## config.mk

```make
export PLATFORM = sky130hd
export DESIGN_NAME = iiitb_r2_4bit_div
export DESIGN_NICKNAME = d
export VERILOG_FILES = /design/src/rtl/iiitb_r2_4bit_div.sv
export SDC_FILE = /design/constraint.sdc
export NUM_CORES = 1
export LEC_CHECK = 0
export ABC_AREA = 0
export ABC_CLOCK_PERIOD_IN_PS = 2400
export CAP_MARGIN = 20
export CORE_ASPECT_RATIO = 0.9
export CORE_MARGIN = 8
export CORE_UTILIZATION = 25
export DETAILED_ROUTE_END_ITERATION = 12
export GPL_ROUTABILITY_DRIVEN = 1
export GPL_TIMING_DRIVEN = 0
export SETUP_SLACK_MARGIN = 0.1
export SYNTH_ARGS = -nofsm -noshare
export SYNTH_HDL_FRONTEND = slang
export SYNTH_SLANG_ARGS = --single-unit
```

## constraint.sdc

```tcl
create_clock -name clk -period 2.4 [get_ports clk]
set_input_delay 0.24 -clock clk [delete_from_list [all_inputs] [get_ports clk]]
set_output_delay 0.24 -clock clk [all_outputs]
set_load 0.005 [all_outputs]
```

## src/rtl/iiitb_r2_4bit_div.sv

```systemverilog
`default_nettype none
// ============================================================================
// Module   : iiitb_r2_4bit_div
// Purpose  : Sequential radix-2 non-restoring unsigned divider, 2W / W bits.
// Revision : 1.0
// ============================================================================
module iiitb_r2_4bit_div #(
  parameter int WIDTH = 4
) (
  input  logic               clk,
  input  logic               reset,
  input  logic               load,
  input  logic [2*WIDTH-1:0] N,
  input  logic [WIDTH-1:0]   D,
  output logic [WIDTH-1:0]   Quo,
  output logic [WIDTH-1:0]   Rem,
  output logic               busy,
  output logic               done,
  output logic               dbz,
  output logic               ovf
);

  localparam int CW = $clog2(WIDTH + 1);

  localparam logic [1:0] S_IDLE = 2'd0;
  localparam logic [1:0] S_RUN  = 2'd1;
  localparam logic [1:0] S_FIX  = 2'd2;

  logic [1:0]       r_state;
  logic [WIDTH:0]   r_a;
  logic [WIDTH-1:0] r_q;
  logic [WIDTH-1:0] r_d;
  logic [CW-1:0]    r_cnt;
  logic [WIDTH-1:0] r_quo;
  logic [WIDTH-1:0] r_rem;
  logic             r_busy;
  logic             r_done;
  logic             r_dbz;
  logic             r_ovf;

  logic [WIDTH:0]   w_d_ext;
  logic [WIDTH:0]   w_a_shl;
  logic [WIDTH:0]   w_a_step;
  logic [WIDTH:0]   w_a_fix;
  logic             w_ovf;

  assign w_d_ext  = {1'b0, r_d};
  assign w_a_shl  = {r_a[WIDTH-1:0], r_q[WIDTH-1]};
  // Sign of the partial remainder before the shift picks add versus subtract.
  assign w_a_step = r_a[WIDTH] ? (w_a_shl + w_d_ext) : (w_a_shl - w_d_ext);
  assign w_a_fix  = r_a[WIDTH] ? (r_a + w_d_ext) : r_a;
  assign w_ovf    = (N[2*WIDTH-1:WIDTH] >= D);

  always_ff @(posedge clk) begin
    if (!reset) begin
      r_state <= S_IDLE;
      r_a     <= '0;
      r_q     <= '0;
      r_d     <= '0;
      r_cnt   <= '0;
      r_quo   <= '0;
      r_rem   <= '0;
      r_busy  <= 1'b0;
      r_done  <= 1'b0;
      r_dbz   <= 1'b0;
      r_ovf   <= 1'b0;
    end else begin
      r_done <= 1'b0;
      case (r_state)
        S_IDLE: begin
          if (load) begin
            r_dbz <= 1'b0;
            r_ovf <= 1'b0;
            if (D == '0) begin
              r_dbz  <= 1'b1;
              r_quo  <= '1;
              r_rem  <= '0;
              r_done <= 1'b1;
            end else if (w_ovf) begin
              r_ovf  <= 1'b1;
              r_quo  <= '1;
              r_rem  <= '0;
              r_done <= 1'b1;
            end else begin
              r_a     <= {1'b0, N[2*WIDTH-1:WIDTH]};
              r_q     <= N[WIDTH-1:0];
              r_d     <= D;
              r_cnt   <= CW'(WIDTH);
              r_busy  <= 1'b1;
              r_state <= S_RUN;
            end
          end
        end
        S_RUN: begin
          r_a   <= w_a_step;
          r_q   <= {r_q[WIDTH-2:0], ~w_a_step[WIDTH]};
          r_cnt <= r_cnt - CW'(1);
          if (r_cnt == CW'(1)) begin
            r_state <= S_FIX;
          end
        end
        S_FIX: begin
          r_a     <= w_a_fix;
          r_quo   <= r_q;
          r_rem   <= w_a_fix[WIDTH-1:0];
          r_done  <= 1'b1;
          r_busy  <= 1'b0;
          r_state <= S_IDLE;
        end
        default: begin
          r_state <= S_IDLE;
        end
      endcase
    end
  end

  assign Quo  = r_quo;
  assign Rem  = r_rem;
  assign busy = r_busy;
  assign done = r_done;
  assign dbz  = r_dbz;
  assign ovf  = r_ovf;

endmodule
`default_nettype wire

```

; Word-level counts from Yosys, hierarchy flattened
; Index checks and enable logic that the tools add are counted.
[classes]
addsub = 4
n_lt_le_gt_ge = 1
eq_ne = 8
muxes = 37
n_bitwise = 3
n_reduce_logical = 12
[op_table]
columns = op, n
row1 = $mux W4, 9
row2 = $mux W5, 5
row3 = $pmux W4 S2, 3
row4 = $reduce_and A4 Y1, 5
row5 = $pmux W5 S3, 1
row6 = $add A5 B4 Y5, 2
row7 = $mux W3, 3
row8 = $mux W1, 8
row9 = $mux W2, 4
row10 = $ne A2 B2 Y1 const B, 4
row11 = $pmux W3 S2, 1
row12 = $sub A5 B4 Y5, 1
row13 = $ge A4 B4 Y1, 1
row14 = $logic_not A4 Y1, 1
row15 = $pmux W1 S2, 2
row16 = $pmux W2 S2, 1
row17 = $reduce_bool A2 Y1, 2
row18 = $eq A3 B1 Y1 const B, 1
row19 = $ne A3 B3 Y1 const B, 1
row20 = $not A1 Y1, 3
row21 = $reduce_and A3 Y1, 1
row22 = $reduce_bool A3 Y1, 1
row23 = $sub A3 B1 Y3 const B, 1
row24 = $eq A2 B1 Y1 const B, 1
row25 = 3 further kinds, 3
[word_totals]
reg_bits = 30
input_bits = 15
output_inout_bits = 12
elab_cells = 76

; Logic depth before layout (Yosys ltp)
; Gate-level depths: netlist (run 1).
[depth]
word_depth = 5
ltp_mapped = 10
mapped_depth_nobuf = 10

; Worst setup path after synthesis (run 1)
; Ideal clock, no wire load.
[synth_timing]
kind = flip-flop to flip-flop
start = register r_d[1]
end = register r_q[0]
setup_ns = 0.115
arrival_time_ns = 2.223
required_time_ns = 2.285
slack_ns = 0.062
path_stages_with_launch = 10
path_buffers = 0
synth_period_minus_slack_ns = 2.338
path_cell_list = dfxtp_1 > inv_1 > ha_1 > mux2_2 > fa_1 > a21o_1 > a21oi_1 > xnor2_1 > mux2_2 > o21a_1
[synth_via]
elab_chain_len = 4
elab_cells_between_ends = 5
cone_classes = add/sub: 2 / mux: 2 / bitwise: 1
[synth_rtl]
columns = item, line_no
row1 = start: declaration, 32  ; logic [WIDTH-1:0] r_d;
row2 = start signal: assignment, 59  ; r_d <= '0;
row3 = start signal: assignment, 87  ; r_d <= D;
row4 = $sub A5 B4 Y5 / $add A5 B4 Y5 (equally long branches), 50  ; assign w_a_step = r_a[WIDTH] ? (w_a_shl + w_d_ext) : (w_a_shl - w_d_ext);
row5 = $mux W5 *, 50
row6 = $not A1 Y1 *, 96  ; r_q <= {r_q[WIDTH-2:0], ~w_a_step[WIDTH]};
row7 = $pmux W4 S2 *, 69  ; case (r_state)
row8 = end signal: assignment, 86  ; r_q <= N[WIDTH-1:0];
row9 = end signal: assignment, 96
row10 = end: declaration, 31  ; logic [WIDTH-1:0] r_q;
; Mark *: on every way between the ends. The rest lies on a longest branch, timed or not.
; A chain may end at the register's enable or synchronous reset.

; Worst setup path after layout (run 1)
; Ends and elaborated chain as after synthesis.

==> impl_metrics.tcl, run 1 <==
set metrics [dict create \
    syn_to_final_growth_pct 29.9 \
    synth-edff-count 0 \
    finalCritPeriodShare_pct 96.2 \
    placementRows 31 \
    dp.cells 350 \
    hold_depth 3 \
    design_area_um2 2590 \
    synth_common_cells "30 x dfxtp_1, 22 x nand2_1, 21 x a21oi_1" \
    cts_buffers 5 \
    slew-limit-headroom_pct 57.2 \
    rr_worst_depth 9 \
    drv_cap 0 \
    grt_usage_pct 9.85 \
    cp-start-kind "flip-flop" \
    r2r_slack_ns 0.09 \
    wl_um 5340 \
    dieArea_um2 11100 \
    synth-seq-cells 30 \
    gr-total-overflow 0 \
    grt_pass1_vias 1756 \
    end_kind "flip-flop" \
    grt_max_degree 11 \
    run_status "completed" \
    ant_nets 0 \
    clock_sinks 30 \
    cts_root_buf "clkbuf_8" \
    die_y_um 101 \
    drt_iter0_drc 132 \
    max_freq_ghz 0.433 \
    async_flop_share_pct 0 \
    hold_path_class "primary input to flip-flop" \
    pin_count 27 \
    tns_ns 0 \
    yosys-top-cells-area "dfxtp_1 30%, ha_1 11%, a21oi_1 5.3%, mux2i_1 4.5%, nand2_1 4.1%" \
    reg2reg_from "r_d[1]$_SDFFE_PN0P_" \
    synth_cell_type_count 52 \
    period_needed_ns 2.31 \
    diodes 0 \
    floorplan.initialDensity_pct 25.3 \
    avgSynthCellArea_um2 8.84 \
    globalplace.congestion 0.798 \
    yosys.area.top_type "dfxtp_1" \
    clk_latency_ns 0.29 \
    stdcell_count 361 \
    synth_top_area_share_pct 30.1 \
    clk_pin_slew_worst_paths_ns 0.07 \
    power_density_nw_per_um2 784 \
    drc_errors 0 \
    die_w_um 110 \
    setup_viol_count_final 0 \
    cts_buffer_depth 2 \
    routed-via-count 1767 \
    post_drt_wl_per_cell_um 14.8 \
    hp-start "load" \
    drv_slew 0 \
    critical_path_required_ns 2.59 \
    dp_hpwl_um 4030 \
    netlist_instances 226 \
    syn_nets 261 \
    min_to "ovf$_SDFFE_PN0P_" \
    ir_drop_mv 0.237 \
    core_um2 7910 \
    worstSetupPathType "flip-flop to flip-flop" \
    cellLeakagePower_nw 1.06 \
    grt_pass1_wl_um 8670 \
    fin_nets 296 \
    yosysMostFrequentCell "dfxtp_1" \
    drt-pass1-iter-count 4 \
    rsz0062_at_grt "true" \
    tightest_slew_ns 0.640 \
    crit_fanout 6 \
    ys_dominant_reg_cell "dfxtp_1" \
    skew_ns 0.00716 \
    drive_gt1_share_pct 16.8 \
    hold_viol_final 0 \
    synth-seq-area-share_pct 30.1 \
    syn_area_um2 2000 \
    htreeDepth 2 \
    cts_tree "yes" \
    crit_arrival_ns 2.50 \
    pre_cts_ws_ns -0.199 \
    antenna_found_initial 0 \
    postCtsHoldBufs 0 \
    setup_ws_ns 0.0905 \
    place_area_um2 2370 \
    port_buffers 25 \
    post_drt_via_cell_ratio 4.89 \
    r2r_end "r_q[0]$_SDFFE_PN0P_" \
    yosysWarnings 0 \
]
[layer usage]
| layer | global-route usage [%] | share of wire (%) | vias to the layer above |
|---|---|---|---|
| met4 | 2.15 | 0.58 | 0 |
| li1 | - | - | 898 |
| met2 | 14.0 | 41 | 41 |
| met5 | 0 | 0 | - |
| met3 | 3.71 | 7.6 | 4 |
| met1 | 13.6 | 51 | 824 |
[registers in the layout, summed over array words and instances, names as in the netlist, 2 cells and up]
signal,flops
Rem,4
r_a,5
r_state,2
r_q,4
r_cnt,3
r_d,4
Quo,4
[through the flow]
step / hold WS (ns) / util, % / total power [mW]
2_1_floorplan: 0.368 / - / 1.14
3_3_place_gp: 0.446 / 30.0 / 1.34
3_5_place_dp: 0.452 / 30.0 / 1.36
4_1_cts: 0.324 / 32.1 / 2.00
5_1_grt: 0.374 / 32.8 / 2.16
6_report: 0.332 / 32.8 / 2.03
[placed cells by master, fill, tap and decap left out, types with 2 or more instances in the layout]
cell and instances:
dfxtp_1 27, clkdlybuf4s50_1 25, nand2_1 22, a21oi_1 19, ha_1 17, inv_1 13, nor2_1 11, mux2i_1 9
nand3_1 8, clkbuf_1 7, nand2b_1 7, clkbuf_8 6, buf_4 4, o21ai_0 4, o221a_2 4, xor2_1 3
nor3_1 3, mux2_2 3, buf_6 3, o311a_1 3, a21o_1 3, a211o_1 3, nand4_1 3, mux2_4 2
a21oi_2 2, o21ai_2 2, nor2b_1 2, xnor2_1 2, o211ai_1 2, a221o_1 2, o21ai_1 2, a211oi_1 2
a221oi_1 2, nand4b_1 2, bufinv_16 2, dfxtp_4 2
[power breakdown]
group	total [mW]	internal [mW]	switching [mW]
registers	0.640	0.571	0.0682
clock network	0.644	0.443	0.201
logic	0.750	0.360	0.391
total	2.03	1.37	0.660
[worst max-delay path by stage]
stage,from,to,slack [ns],cells past startpoint
after floorplan,r_d[1]$_SDFFE_PN0P_,r_q[0]$_SDFFE_PN0P_,0.12,9
after global placement,N[4],Rem[2]$_SDFFE_PN0P_,-0.18,8
after detailed placement,N[4],Rem[1]$_SDFFE_PN0P_,-0.20,8
after CTS,r_d[0]$_SDFFE_PN0P_,r_q[0]$_SDFFE_PN0P_,0.09,9
after global routing,r_d[1]$_SDFFE_PN0P_,r_q[0]$_SDFFE_PN0P_,0.04,9
final,r_d[1]$_SDFFE_PN0P_,r_q[0]$_SDFFE_PN0P_,0.09,9
[cell type report]
cell class	count	area [um^2]
Timing Repair Buffer	28	273
Tap cell	99	124
Sequential cell	30	609
Inverter	14	55.1
Clock inverter	2	60.1
Clock buffer	6	82.6
Fill cell	841	5320
Multi-Input combinational cell	170	1320
Buffer	12	72.6
[logic make-up after synthesis]
logic type | after synthesis | share of synthesized area [%]
xor gates and xnor gates | 6 | 2.63
DFF | 30 | 30.1
and+or+nand+nor | 67 | 17.5
buffers and inverters | 26 | 6.14
muxes | 14 | 7.33
adders and majority gates | 20 | 13.3
AOI/OAI and AO/OA | 63 | 23.1
[critical path: stages (launching register included)]
cell,delay (ns)
dfxtp_4,0.39
inv_4,0.04
ha_4,0.22
mux2_4,0.29
fa_2,0.38
a21o_1,0.20
a21oi_2,0.17
xnor2_2,0.11
mux2_4,0.27
o21a_1,0.16
[what timing repair did]
item | in CTS | in global routing
pin swaps | 1 | 5
resized for setup | 7 | 8
buffers inserted | 0 | 3
endpoints found under the setup margin | 7 | 6
Power figures use the tool's default switching activity.
==> run 2: changes to the inputs <==
CELL_PAD_IN_SITES_DETAIL_PLACEMENT = 1   (was not set)
CELL_PAD_IN_SITES_GLOBAL_PLACEMENT = 1   (was not set)
PLACE_DENSITY_LB_ADDON = 0.1   (was not set)
==> run 2 against run 1 <==
  * First-iteration DRC count shrank 65%
  * Worst hold slack gained 0.0077 ns
  * Critical path depth is the same
  * Clock-buffer cell count grew 1
  * Highest routed layer unchanged
  * Largest cell class unchanged
  * Flip-flop and latch count is the same
  * Critical endpoint unchanged
  * Fmax shrank 0.34%
  * Clock power shrank 32%
==> impl_metrics.tcl, run 2 (same netlist as run 1, synthesis figures left out) <==
set metrics [dict create \
    floorplan.initialDensity_pct 25.3 \
    largest_register_ffs 5 \
    max_freq_ghz 0.432 \
    drive_gt1_share_pct 17.8 \
    drc_errors 0 \
    multi_input_area_um2 1320 \
    crit_arrival_ns 2.50 \
    ant_nets 0 \
    antenna_found_initial 0 \
    grt_pass1_vias 1885 \
    cp-start-kind "flip-flop" \
    place_area_um2 2370 \
    clk_pin_slew_worst_paths_ns 0.07 \
    die_w_um 110 \
    syn_to_final_growth_pct 28.2 \
    die_y_um 101 \
    pre_cts_ws_ns -0.283 \
    tightest_slew_ns 0.620 \
    ir_drop_mv 0.212 \
    setup_viol_count_final 0 \
    finalCritPeriodShare_pct 96.6 \
    cts_root_buf "clkbuf_8" \
    routed-via-count 1790 \
    grt_max_degree 11 \
    regMostFlops "r_a" \
    layout_common_cells "27 x dfxtp_1, 25 x clkdlybuf4s50_1, 22 x nand2_1" \
    setup_ws_ns 0.0826 \
    globalplace.congestion 0.736 \
    met3_usage_pct 3.32 \
    postCtsHoldBufs 0 \
    critical_path_required_ns 2.58 \
    seq_area_um2 609 \
    hold_viol_final 0 \
    fin_nets 298 \
    grt_busiest_layer "met1" \
    tns_ns 0 \
    period_needed_ns 2.32 \
    post_drt_via_cell_ratio 4.93 \
    power_density_nw_per_um2 730 \
    skew_ns 0.00706 \
    grt_pass1_wl_um 10400 \
    drv_slew 0 \
    slew-limit-headroom_pct 58.5 \
    port_buffers 25 \
    fill_cells 951 \
    end_kind "flip-flop" \
    drt_iter0_drc 46 \
    gr-total-overflow 0 \
    rsz0062_at_grt "true" \
    worstSetupPathType "flip-flop to flip-flop" \
    reg2reg_from "r_d[0]$_SDFFE_PN0P_" \
    dp_hpwl_um 4760 \
    cellLeakagePower_nw 1.05 \
    cts_buffers 5 \
    cp-startpoint "r_d[0]$_SDFFE_PN0P_" \
    clock_sinks 30 \
    crit_fanout 4 \
    dieArea_um2 11100 \
    placementRows 31 \
    hold_path_class "primary input to flip-flop" \
    drv_cap 0 \
    hp-start "load" \
    grt_usage_pct 12.0 \
    clk_latency_ns 0.28 \
    layout_commonest_cell "dfxtp_1" \
    pin_count 27 \
    cts_buffer_depth 2 \
    post_drt_wl_per_cell_um 17.5 \
    grtUsageMet1_pct 17.5 \
    cts_tree "yes" \
    wl_um 6350 \
    diodes 0 \
    core_um2 7910 \
    htreeDepth 2 \
    run_status "completed" \
    grt_use_met2_pct 17.0 \
    design_area_um2 2560 \
    drt-pass1-iter-count 4 \
]
## run 2: cell types whose count changed in the layout (fill, tap and decap cells not counted), moves of 2 or more
cell       change
buf_4          +2
bufinv_16      -2
o21ai_0        -2
o21ai_1        +2
## run 2: worst paths after layout
kind | endpoint | depth (start not counted) | slack [ns]
min | ovf$_SDFFE_PN0P_ | 3 | 0.34
min reg2reg | ovf$_SDFFE_PN0P_ | 2 | 0.46
max | r_q[0]$_SDFFE_PN0P_ | 9 | 0.08
max reg2reg | r_q[0]$_SDFFE_PN0P_ | 9 | 0.08
## run 2: layout make-up
| class | count | share of cell area, % |
|---|---|---|
| inverter | 14 | 2.15 |
| clock buffer | 7 | 3.37 |
| timing repair buffer | 30 | 11.2 |
| multi-input combinational | 170 | 51.6 |
| buffer | 12 | 2.83 |
| tap | 99 | 4.83 |
| clock inverter | 1 | 0.195 |
| sequential | 30 | 23.8 |
## run 2: per-stage QoR
step | power, mW | instances | utilization [%] | hold WS [ns]
2_1_floorplan | 1.14 | 226 | - | 0.368
3_3_place_gp | 1.39 | 350 | 30.0 | 0.445
3_5_place_dp | 1.40 | 350 | 30.0 | 0.454
4_1_cts | 1.86 | 359 | 31.6 | 0.332
5_1_grt | 2.01 | 363 | 32.4 | 0.335
6_report | 1.87 | 363 | 32.4 | 0.340
## run 2: layer usage
layer	up-vias	part of all wire, %
met3	2	4.7
met2	32	42
met4	0	0.38
li1	902	-
met5	-	0
met1	854	53
## run 2: critical path: stages, from the launching register on
cell and delay (ns):
dfxtp_4 0.38, inv_2 0.05, ha_4 0.20, mux2_4 0.28
fa_2 0.37, a21o_1 0.20, a21oi_2 0.18, xnor2_2 0.11
mux2_4 0.28, o21a_1 0.16
## run 2: power by group
| group | switching (mW) | total (mW) | internal, mW |
|---|---|---|---|
| Sequential | 0.0744 | 0.645 | 0.571 |
| Clock | 0.207 | 0.439 | 0.232 |
| Combinational | 0.420 | 0.785 | 0.365 |
## run 2: repair_timing
action	CTS	global route
gates resized for setup	8	10
pin swaps	3	6
endpoints found under the setup margin	7	16
buffers inserted	1	4
==> run 3: changes to the inputs <==
ABC_CLOCK_PERIOD_IN_PS = not set   (was 2400)
==> results of run 3 <==
The final DEF is identical to that of run 2; final timing and power are the same.
==> RTL change (settings of run 1) <==
`WIDTH`: 4 -> 2.
--- a/src/rtl/iiitb_r2_4bit_div.sv
+++ b/src/rtl/iiitb_r2_4bit_div.sv
@@ -5,7 +5,7 @@
 // Revision : 1.0
 // ============================================================================
 module iiitb_r2_4bit_div #(
-  parameter int WIDTH = 4
+  parameter int WIDTH = 2
 ) (
   input  logic               clk,
   input  logic               reset,
Interface: changed (resized D, N, Quo and Rem); port bits go from 27 to 17. No check against the original RTL was run, so the function may have changed too.
==> RTL change against run 1 <==
Utilization fell by 1.1 points. Sequential power decreased by 40%. Die area down 34%. Highest routed layer unchanged. Wire length down 46%. Critical endpoint is now r_a[2]. Worst setup slack improved by 0.17 ns. Area after synthesis decreased by 40%. Sequential cell count decreased by 11. Total power shrank 51%. Non-clock buffer count is 18 lower. Cell area down 42%. Global-route usage is 1.4 points lower.
==> RTL change: results (changes against run 1) <==
stage;metric;value;unit;change
worst_hold_path;Hold EP;r_a[0];;
synth;synth top area cells;dfxtp_1 32%, ha_1 9.3%, mux2i_1 6.6%;;
cells_and_area;Largest register FFs;3;;-2
synth;Avg Cell Area, Syn;9.28;um^2;+4.9%
global_route;overall routing resource usage;0.0841;;-0.0145
global_route;pin count of the biggest net entering global routing;12;;+1
synth;unique cell type count in the Yosys netlist;38;;-27%
synth;Syn Nets;150;;-43%
drt;met3 wire len;114;um;-72%
cells_and_area;Sequential Area;382;um^2;-37%
placement;GPL Wtd Cong;0.746;;-6.4%
sta;Final Skew;0.00306;ns;-0.00409 ns
placement;Port Buf Inserts;15;;-40%
cells_and_area;sequential cell area share;0.254;;+0.0191
placement;Setup WS pre-CTS;0.0941;ns;+0.293 ns
drt;met2 WL;1350;um;-38%
power_and_ir_drop;P_leak;0.553;nW;-48%
cts;H-tree Lvls;1;;-1
drt;Avg WL per Cell;13.4;um;-9.5%
cells_and_area;fillers;530;;-37%
sta;Final WS setup;0.259;ns;+0.168 ns
global_route;met3 Use GR;0.0170;;-0.0201
cells_and_area;share of cells above drive strength 1;0.160;;-0.00794
synth;Synth Area in Adders;0.127;;-0.00619
cells_and_area;final net count;171;;-42%
critical_path;cells on worst reg2reg path;8;;-1
synth;post-synthesis sequential area ratio;0.315;;+0.0148
critical_path;critical path fanouts, max;3;;-3
critical_path;critical path arrival;2.28;ns;-0.22 ns
cells_and_area;multi-input logic portion of the cell area;0.503;;-0.00528
drt;met1 WL;1380;um;-49%
sta;relative slew slack;0.638;;+0.0663
drt;post-DR vias/cell;4.55;;-7.1%
status;outcome;finished, final reports clean;;
cells_and_area;Signal buf overhead;0.123;;-0.00985
placement;dpl hpwl;2240;um;-44%
placement;DP Area;1440;um^2;-39%
cells_and_area;clk tree area frac;0.0308;;-0.0242
synth;portion of netlist area occupied by mux cells;0.0757;;+0.00246
power_and_ir_drop;VDD IR max;182;uV;-23%
cts;PostCTS Resize Cnt;1;;-6
placement;Inst Count DP;210;;-40%
worst_hold_path;Hold Startpoint;reset;;
synth;FF+latch count, synth;19;;-37%
cells_and_area;multi-input gates;91;;-46%
RTL change: changes by cell type in the layout (fill, tap and decap cells not counted), sizes merged, moves of 4 or more:
cell / change
clkdlybuf4s50: -10
clkbuf: -6
nand2: -7
dfxtp: -11
a21oi: -18
nand2b: -4
buf: -5
nand3: -8
nor2: -8
mux2: -4
ha: -9
RTL change: kinds of logic after synthesis:
group	Yosys count
AO/OA/AOI/OAI	35
multiplexers	9
AND/OR/NAND/NOR	34
flip-flops	19
adder cells (fa/ha/maj)	11
buffers and inverters	20
XOR/XNOR	2
RTL change: worst reg2reg max path: stages, from the launching register on:
cell and delay, ns:
dfxtp_1 0.34, inv_1 0.09, ha_1 0.28, mux2i_1 0.09, fa_2 0.38, xnor2_2 0.22
mux2_2 0.37, a22oi_1 0.16, o32ai_1 0.11
RTL change: power breakdown:
part / internal [mW] / switching [mW] / leakage (nW)
Combinational: 0.177 / 0.199 / 0.372
Sequential: 0.357 / 0.0289 / 0.156
Clock: 0.115 / 0.109 / 0.0255
